[config.mk]
export PLATFORM = sky130hd
export DESIGN_NAME = nodf_module_monitor
export DESIGN_NICKNAME = d
export VERILOG_FILES = /design/src/rtl/nodf_module_monitor.sv
export SDC_FILE = /design/constraint.sdc
export NUM_CORES = 1
export LEC_CHECK = 0
export ABC_CLOCK_PERIOD_IN_PS = 12000
export CAP_MARGIN = 5
export CORE_ASPECT_RATIO = 0.7
export CORE_MARGIN = 5
export CORE_UTILIZATION = 45
export CTS_BUF_LIST = sky130_fd_sc_hd__clkbuf_4 sky130_fd_sc_hd__clkbuf_8
export DETAILED_ROUTE_END_ITERATION = 10
export PLACE_DENSITY = 0.65
export SYNTH_ARGS = -nofsm -noshare
export SYNTH_HDL_FRONTEND = slang
export SYNTH_SLANG_ARGS = --single-unit
[constraint.sdc]
create_clock -name clock -period 12 [get_ports clock]
set_input_delay 2.4 -clock clock [delete_from_list [all_inputs] [get_ports clock]]
set_output_delay 2.4 -clock clock [all_outputs]
set_load 0.01 [all_outputs]
[src/rtl/nodf_module_monitor.sv]
// Transaction monitor for an ap_ctrl-style module: counts starts/dones, tracks per-transaction latency
// through a timestamp FIFO, flags protocol errors; outputs are registered (1-cycle latency), never backpressures.
module nodf_module_monitor #(
  parameter int CNT_W = 32,
  parameter int DEPTH = 4
) (
  input  logic             clock,
  input  logic             reset,
  input  logic             ap_start,
  input  logic             ap_ready,
  input  logic             ap_done,
  input  logic             ap_continue,
  input  logic             finish,
  output logic [1:0]       status,
  output logic [CNT_W-1:0] start_cnt,
  output logic [CNT_W-1:0] done_cnt,
  output logic [CNT_W-1:0] last_latency,
  output logic [CNT_W-1:0] max_latency,
  output logic [CNT_W-1:0] last_interval,
  output logic [2:0]       err,
  output logic             dump_valid
);

  localparam int AW = (DEPTH > 1) ? $clog2(DEPTH) : 1;
  localparam int OW = AW + 1;

  logic [CNT_W-1:0] ts_mem [DEPTH];
  logic [AW-1:0]    wr_ptr;
  logic [AW-1:0]    rd_ptr;
  logic [OW-1:0]    occ;
  logic [CNT_W-1:0] cycle_cnt;
  logic [CNT_W-1:0] prev_start;
  logic             have_prev;
  logic             finished;
  logic             start_wait;

  logic             start_ev;
  logic             done_ev;
  logic             active;
  logic             fifo_empty;
  logic             fifo_full;
  logic             bypass;
  logic             push;
  logic             pop;
  logic             lat_vld;
  logic [CNT_W-1:0] lat;

  always_comb begin
    start_ev   = ap_start & ap_ready;
    done_ev    = ap_done & ap_continue;
    active     = ~finished & ~finish;
    fifo_empty = (occ == '0);
    fifo_full  = (occ == OW'(DEPTH));
    // A start and done on an empty FIFO pair up directly with zero latency.
    bypass     = start_ev & done_ev & fifo_empty;
    // When full, a simultaneous pop frees the slot the push lands in.
    push       = active & start_ev & ~bypass & (~fifo_full | done_ev);
    pop        = active & done_ev & ~fifo_empty;
    lat_vld    = active & (bypass | pop);
    lat        = bypass ? '0 : (cycle_cnt - ts_mem[rd_ptr]);
  end

  always_ff @(posedge clock) begin
    if (push) begin
      ts_mem[wr_ptr] <= cycle_cnt;
    end
  end

  always_ff @(posedge clock or posedge reset) begin
    if (reset) begin
      wr_ptr        <= '0;
      rd_ptr        <= '0;
      occ           <= '0;
      cycle_cnt     <= '0;
      prev_start    <= '0;
      have_prev     <= 1'b0;
      finished      <= 1'b0;
      start_wait    <= 1'b0;
      status        <= 2'b00;
      start_cnt     <= '0;
      done_cnt      <= '0;
      last_latency  <= '0;
      max_latency   <= '0;
      last_interval <= '0;
      err           <= 3'b000;
      dump_valid    <= 1'b0;
    end else begin
      dump_valid <= finish & ~finished;
      start_wait <= ap_start & ~ap_ready;
      if (finish) begin
        finished <= 1'b1;
      end

      if (finished | finish) begin
        status <= 2'b11;
      end else if (ap_done & ~ap_continue) begin
        status <= 2'b10;
      end else if (~fifo_empty | ap_start) begin
        status <= 2'b01;
      end else begin
        status <= 2'b00;
      end

      if (push) begin
        wr_ptr <= wr_ptr + AW'(1);
      end
      if (pop) begin
        rd_ptr <= rd_ptr + AW'(1);
      end
      case ({push, pop})
        2'b10:   occ <= occ + OW'(1);
        2'b01:   occ <= occ - OW'(1);
        default: occ <= occ;
      endcase

      // Everything statistical freezes from the first finish edge onward.
      if (active) begin
        cycle_cnt <= cycle_cnt + CNT_W'(1);

        if (start_ev) begin
          start_cnt  <= start_cnt + CNT_W'(1);
          prev_start <= cycle_cnt;
          have_prev  <= 1'b1;
          if (have_prev) begin
            last_interval <= cycle_cnt - prev_start;
          end
          if (fifo_full & ~done_ev) begin
            err[1] <= 1'b1;
          end
        end

        if (done_ev) begin
          done_cnt <= done_cnt + CNT_W'(1);
          if (fifo_empty & ~start_ev) begin
            err[0] <= 1'b1;
          end
        end

        if (lat_vld) begin
          last_latency <= lat;
          if (lat > max_latency) begin
            max_latency <= lat;
          end
        end

        if (start_wait & ~ap_start) begin
          err[2] <= 1'b1;
        end
      end
    end
  end

endmodule

==> run_results.csv <==
group,metric,value,unit
run_status,status,"finished clean",
global_routing,grt_pass1_vias,12744,
final_layout,fillers,3580,
global_routing,grt_usage,18.2,%
place,place.port_buffers,172,
pwr,internal_power,1.96,mW
pwr,p_sw,0.644,mW
timing,rsz0062_at_grt,"no",
setup_path,worst-path-buf-inv,3,
final_layout,syn2layout_area_growth,18.0,%
timing,finalCriticalPeriod,6580,ps
routing,vias,13026,
synthesis,ys.flop_type,"dfrtp_1",
synthesis,synthCells,1686,
synthesis,avgSynthCellArea,11.1,um2
cts,root_buffer,"clkbuf_8",
pwr,p_comb_share,9.1,%
pwr,swShare,24.7,%
place,dp_hpwl,30.0,mm
timing,skew,27.8,ps
cts,cts.clk_slew.worst_paths,60,ps
floorplanning,rows,62,
setup_path,cp_max_fo,37,
timing,tightest_slew,1220,ps
floorplanning,pin_count,173,
routing,vias_per_cell,5.30,
synthesis,ys_warn_count,0,
final_layout,seqCellArea,9850,um2
synthesis,synth-seq-cells,368,
routing,drcViolationCount,0,
synthesis,yosys-top-cells-count,"dfrtp_1, nand2_1, edfxtp_1, inv_1, ha_1",
setup_path,crit_family,"compound AO/OA/AOI/OAI gates",
floorplanning,dieArea,45600,um2
place,dpl.cell_count,2352,
timing,setup_violations,0,
cts,hold_buffers,0,
pwr,seqPwrFrac,51.2,%
final_layout,nNetsFinal,1979,
place,gp_congestion,0.874,
setup_path,regToRegSetupSlack,5420,ps
cts,cts_tree,"built",
pwr,power.density,119,nW/um2
synthesis,syn_area,18600,um2
cts,cts_resized,0,
final_layout,final_cells,2456,
timing,period_share,54.8,%
setup_path,path_class,"reg2reg",
setup_path,crit_path_cell_trace,"buf_4, mux4_2, ha_1, inv_1, fa_1, a211oi_1, o21ai_2, a41oi_2, o31ai_4, a31oi_1, o41ai_2, xor2_1, nor2b_1, ha_1, nand4_1, nor4_1, a21oi_1, and2_1, a22oi_2, buf_4, nor2_1, a22o_1",
setup_path,end_kind,"register",
setup_path,cp_slowest_cell,"mux4_2",
cts,insertion_delay,610,ps
floorplanning,initial_utilization,45.5,%
routing,first_pass_iters,5,
timing,hold_viol,0,
global_routing,grt_pass1_wl,69.0,mm
final_layout,multiInputGateArea,8080,um2
final_layout,antenna_cells,0,
timing,relSlewSlack,18.8,%
timing,setup-tns-final,0,ps
pwr,power.share.clock,39.7,%
floorplanning,die_h,180,um
routing,wl,42.2,mm
pwr,leakagePower,9.56,nW
global_routing,antenna_found_initial,0,
worst_hold_path,hp-class,"reg2reg",
timing,clock.fmax,0.152,GHz
synthesis,yosysTopAreaCellShare,32.2,%
pwr,irDropWorstVdd,0.0000694,V
synthesis,yosys.area.top_type,"dfrtp_1",
setup_path,required,12480,ps
routing,post_drt_wl_per_cell,17.2,um
routing,drt_iter0_drc,705,
global_routing,grt_max_degree,113,
cts,numClockSinks,368,
final_layout,drive_above_1_share,9.00,%
cts,htreeDepth,2,
synthesis,synth_area_leaders,"dfrtp_1, edfxtp_1, ha_1",
floorplanning,core_area,41000,um2
cts,clock_path_buffers,3,
job,cap_violations,0,
cts,cts_buffers,57,
floorplanning,die_x,253,um
cts,postCtsSetupBuffers,0,
global_routing,overflow,0,
routing,ant_nets,0,
synthesis,synth_edf_count,128,
setup_path,start_kind,"register",
timing,slew_viol_final,0,
synthesis,synth.most_common_cell,"dfrtp_1",
synthesis,seq_area_frac_synth,52.9,%
synthesis,synth_cell_types,77,
synthesis,async_flop_share,65.2,%
synthesis,synth_fp_nets,1798,
setup_path,cp.arrival,7060,ps
setup_path,max_stage_delay,600,ps
## per-layer routing
layer  share of wire [%]  GRT usage (%)  wire length, um
met1                  53           29.8            22300
met5                   0              0                0
met2                  40           25.0            16900
met4                 1.6           3.99              673
met3                 5.6           3.55             2370
## power groups by stage
stage	registers (mW)	clock network, mW	logic (mW)
floorplan	1.36	0	0.160
global placement	1.36	0	0.230
detailed placement	1.36	0	0.238
CTS	1.34	1.07	0.239
global route	1.34	1.14	0.269
finish	1.34	1.04	0.237
## metrics by stage
| stage | util, % | instance area [um2] | worst slack [ps] | hold WS [ps] | power [mW] |
|---|---|---|---|---|---|
| after global routing | 53.7 | 22000 | 4870 | 492 | 2.74 |
| after global placement | 51.0 | 20900 | 5410 | 455 | 1.59 |
| after floorplan | - | 18600 | 3010 | 432 | 1.52 |
| after detailed placement | 51.0 | 20900 | 5210 | 463 | 1.60 |
| after CTS | 53.7 | 22000 | 5360 | 472 | 2.64 |
| final | 53.7 | 22000 | 5420 | 465 | 2.61 |
## worst register-to-register path: cells and delay by family (launching register included)
family	cells	cell delay [ps]
AO/OA/AOI/OAI	9	2440
AND/OR/NAND/NOR	5	1090
buffers and inverters	3	1070
adder cells (fa/ha/maj)	3	760
multiplexers	1	640
flip-flops	1	340
XOR/XNOR	1	150
## layout by cell type (no fill, tap or decap), types with 6 or more instances in the layout
cell type / instances
a211oi_1: 8
a21o_1: 25
a21oi_1: 72
a22o_1: 9
a31oi_1: 10
and3_1: 16
and4_1: 10
buf_4: 8
clkbuf_4: 23
clkbuf_8: 59
clkdlybuf4s50_1: 172
clkinv_1: 11
clkinv_2: 8
dfrtp_1: 238
edfxtp_1: 128
ha_1: 102
inv_1: 127
mux2_1: 13
mux2_2: 6
mux4_2: 32
nand2_1: 227
nand2b_1: 7
nand3_1: 48
nand4_1: 33
nor2_1: 83
nor2b_1: 16
nor3_1: 15
o211ai_1: 9
o21a_1: 11
o21ai_0: 85
o21ai_1: 15
o31ai_1: 28
xnor2_1: 95
xor2_1: 56
## registers in the layout (all words and copies together), names as in the netlist, 3 cells and up
signal	cells
occ	3
cycle_cnt	32
err	3
done_cnt	32
last_interval	32
max_latency	32
last_latency	32
start_cnt	32
prev_start	32
ts_mem	128
## worst paths after layout
path,start,endpoint,cells after the start
worst max-delay path,rd_ptr[0]$_DFFE_PP0P_,max_latency[29]$_DFFE_PP0P_,22
worst min-delay path,done_cnt[31]$_DFFE_PP0P_,done_cnt[31]$_DFFE_PP0P_,1
worst max register to register,rd_ptr[0]$_DFFE_PP0P_,max_latency[29]$_DFFE_PP0P_,22
worst min register to register,done_cnt[31]$_DFFE_PP0P_,done_cnt[31]$_DFFE_PP0P_,1
max in group asynchronous,reset,last_interval[0]$_DFFE_PP0P_,4
min in group asynchronous,reset,done_cnt[29]$_DFFE_PP0P_,2
## cells by family after synthesis
group           count (synthesis)  share of synthesized area (%)
mux                            52                           5.07
buf+inv                       186                           3.85
simple gates                  497                           12.5
fa+ha+maj                     105                           7.17
compound gates                327                           11.5
flops                         368                           52.9
xor+xnor                      151                           7.10
## final cells by class
type,instances,area share (%)
multi-input combinational,1132,36.7
inverter,128,2.22
clock buffer,82,4.48
clock inverter,22,0.580
tap,544,3.09
sequential,368,44.8
timing repair buffer,180,8.10
(Power assumes the default switching activity.)
==> edit, RTL diff (same settings) <==
`DEPTH`: 4 -> 2.
--- a/src/rtl/nodf_module_monitor.sv
+++ b/src/rtl/nodf_module_monitor.sv
@@ -2,7 +2,7 @@
 // through a timestamp FIFO, flags protocol errors; outputs are registered (1-cycle latency), never backpressures.
 module nodf_module_monitor #(
   parameter int CNT_W = 32,
-  parameter int DEPTH = 4
+  parameter int DEPTH = 2
 ) (
   input  logic             clock,
   input  logic             reset,
Check against the original RTL: not equivalent (a bounded check fails within 4 cycles, from zero or initial values and one cycle with reset high).
==> edit against the unedited design <==
Total power down 18%; fmax is 8.9% higher; area after synthesis fell by 14%; worst hold slack improved by 5.9 ps; worst setup slack gained 540 ps; sequential cell count down 67; cell area shrank 12%; routed wire length down 12%; highest routed layer unchanged.
==> edit: results (changes against the unedited design) <==
largest cells by area after synthesis - dfrtp_1, edfxtp_1, ha_1, xnor2_1, nand2_1
Async SR Flop Fraction - 78.7% (+14 points)
initial antenna violation count - 1 (+1)
GR Util met2 - 25.4% (+0.40 points)
Clk power - 905 uW (-13%)
Max VDD drop - 0.0569 mV (-18%)
pre-CTS setup slack - 5550 ps (+341 ps)
number of synthesized flops with an enable pin - 64 (-50%)
drt total wl - 37,000 um (-12%)
fillers - 3,095 (-14%)
Setup Buffers After CTS - 0 (unchanged)
status - complete, no violations
Post-synth top cells - dfrtp_1, nand2_1, xnor2_1
register area share after synthesis - 48.8% (-4.0 points)
GR Util met3 - 3.92% (+0.38 points)
hpwl dp - 27,000 um (-10%)
layout cell share with drive strength beyond 1 - 8.65% (-0.35 points)
largest net degree at the start of global routing - 101 (-11%)
Compound-Gate Fraction of Synth Area - 12.2% (+0.76 points)
crit-path max cell delay - 520 ps (-80 ps)
Area after DPL - 18,300 um2 (-13%)
first-pass GRT wire length - 61,200 um (-11%)
Final nets - 1,861 (-6.0%)
Worst Max-Slew Pin Slew - 1030 ps (-185 ps)
Cell variety after synth - 77 (unchanged)
clk_lat worst skew - 580 ps (-30 ps)
Routed met2 length - 14,600 um (-13%)
synthesized net count - 1,690 (-6.0%)
CP Data Arrival Time - 6500 ps (-560 ps)
Register-to-Register Path Depth - 20 (-9.1%)
met1 usage - 29.2% (-0.58 points)
wl on met1 - 19,700 um (-11%)
clock root buffer - clkbuf_8
Synth Area in Adders - 7.87% (+0.70 points)
setup slack, reg-to-reg - 5960 ps (+540 ps)
Comb. pwr - 163 uW (-31%)
Via Count - 12.0k (-8.2%)
r2r endpoint - max_latency[7]
leakage - 0.00852 uW (-11%)
1st-iter DRT viols - 864 (+23%)
aggregate global-route resource usage - 18.3% (+0.11 points)
max reg flops - 64 (-50%)
xor/xnor share of the synthesized area - 8.06% (+0.96 points)
CP startpoint - rd_ptr
CTS Buf Count - 48 (-16%)
Hold Path Sink - start_cnt[31]
switching share of power - 24.3% (-0.44 points)
Worst Skew - 19.1 ps (-8.71 ps)
Placer Congestion - 0.886 (+1.4%)
Critical Path Fanout Max - 33 (-11%)
number of global-route vias before repair - 11.4k (-10%)
f_max - 0.166 GHz (+8.9%)
WL met3 - 2040 um (-14%)
min-delay src - start_cnt[31]
edit: cell count changes after synthesis, sizes merged, moves of 8 or more:
cell,delta
inv,-33
a21oi,+10
nand2,-26
nand2b,+9
nor3,+9
buf,-8
mux4,-32
mux2i,+32
edfxtp,-64
mux2,+8
nand4,+11
clkbuf,+9
edit: stage by stage:
step / instances / total power, uW / hold WS [ps] / utilization (%)
finish: 2264 / 2140 / 471 / 55.0
global placement: 2176 / 1250 / 458 / 52.1
CTS: 2264 / 2180 / 473 / 55.0
floorplan: 1583 / 1200 / 455 / -
detailed placement: 2176 / 1260 / 461 / 52.1
global route: 2264 / 2250 / 494 / 55.0
edit: layout make-up:
class | instances | area share, %
Sequential cell | 301 | 40.8
Multi-Input combinational cell | 1128 | 39.8
Timing Repair Buffer | 180 | 9.26
Clock buffer | 70 | 4.62
Tap cell | 472 | 3.07
Inverter | 95 | 1.89
Clock inverter | 18 | 0.559
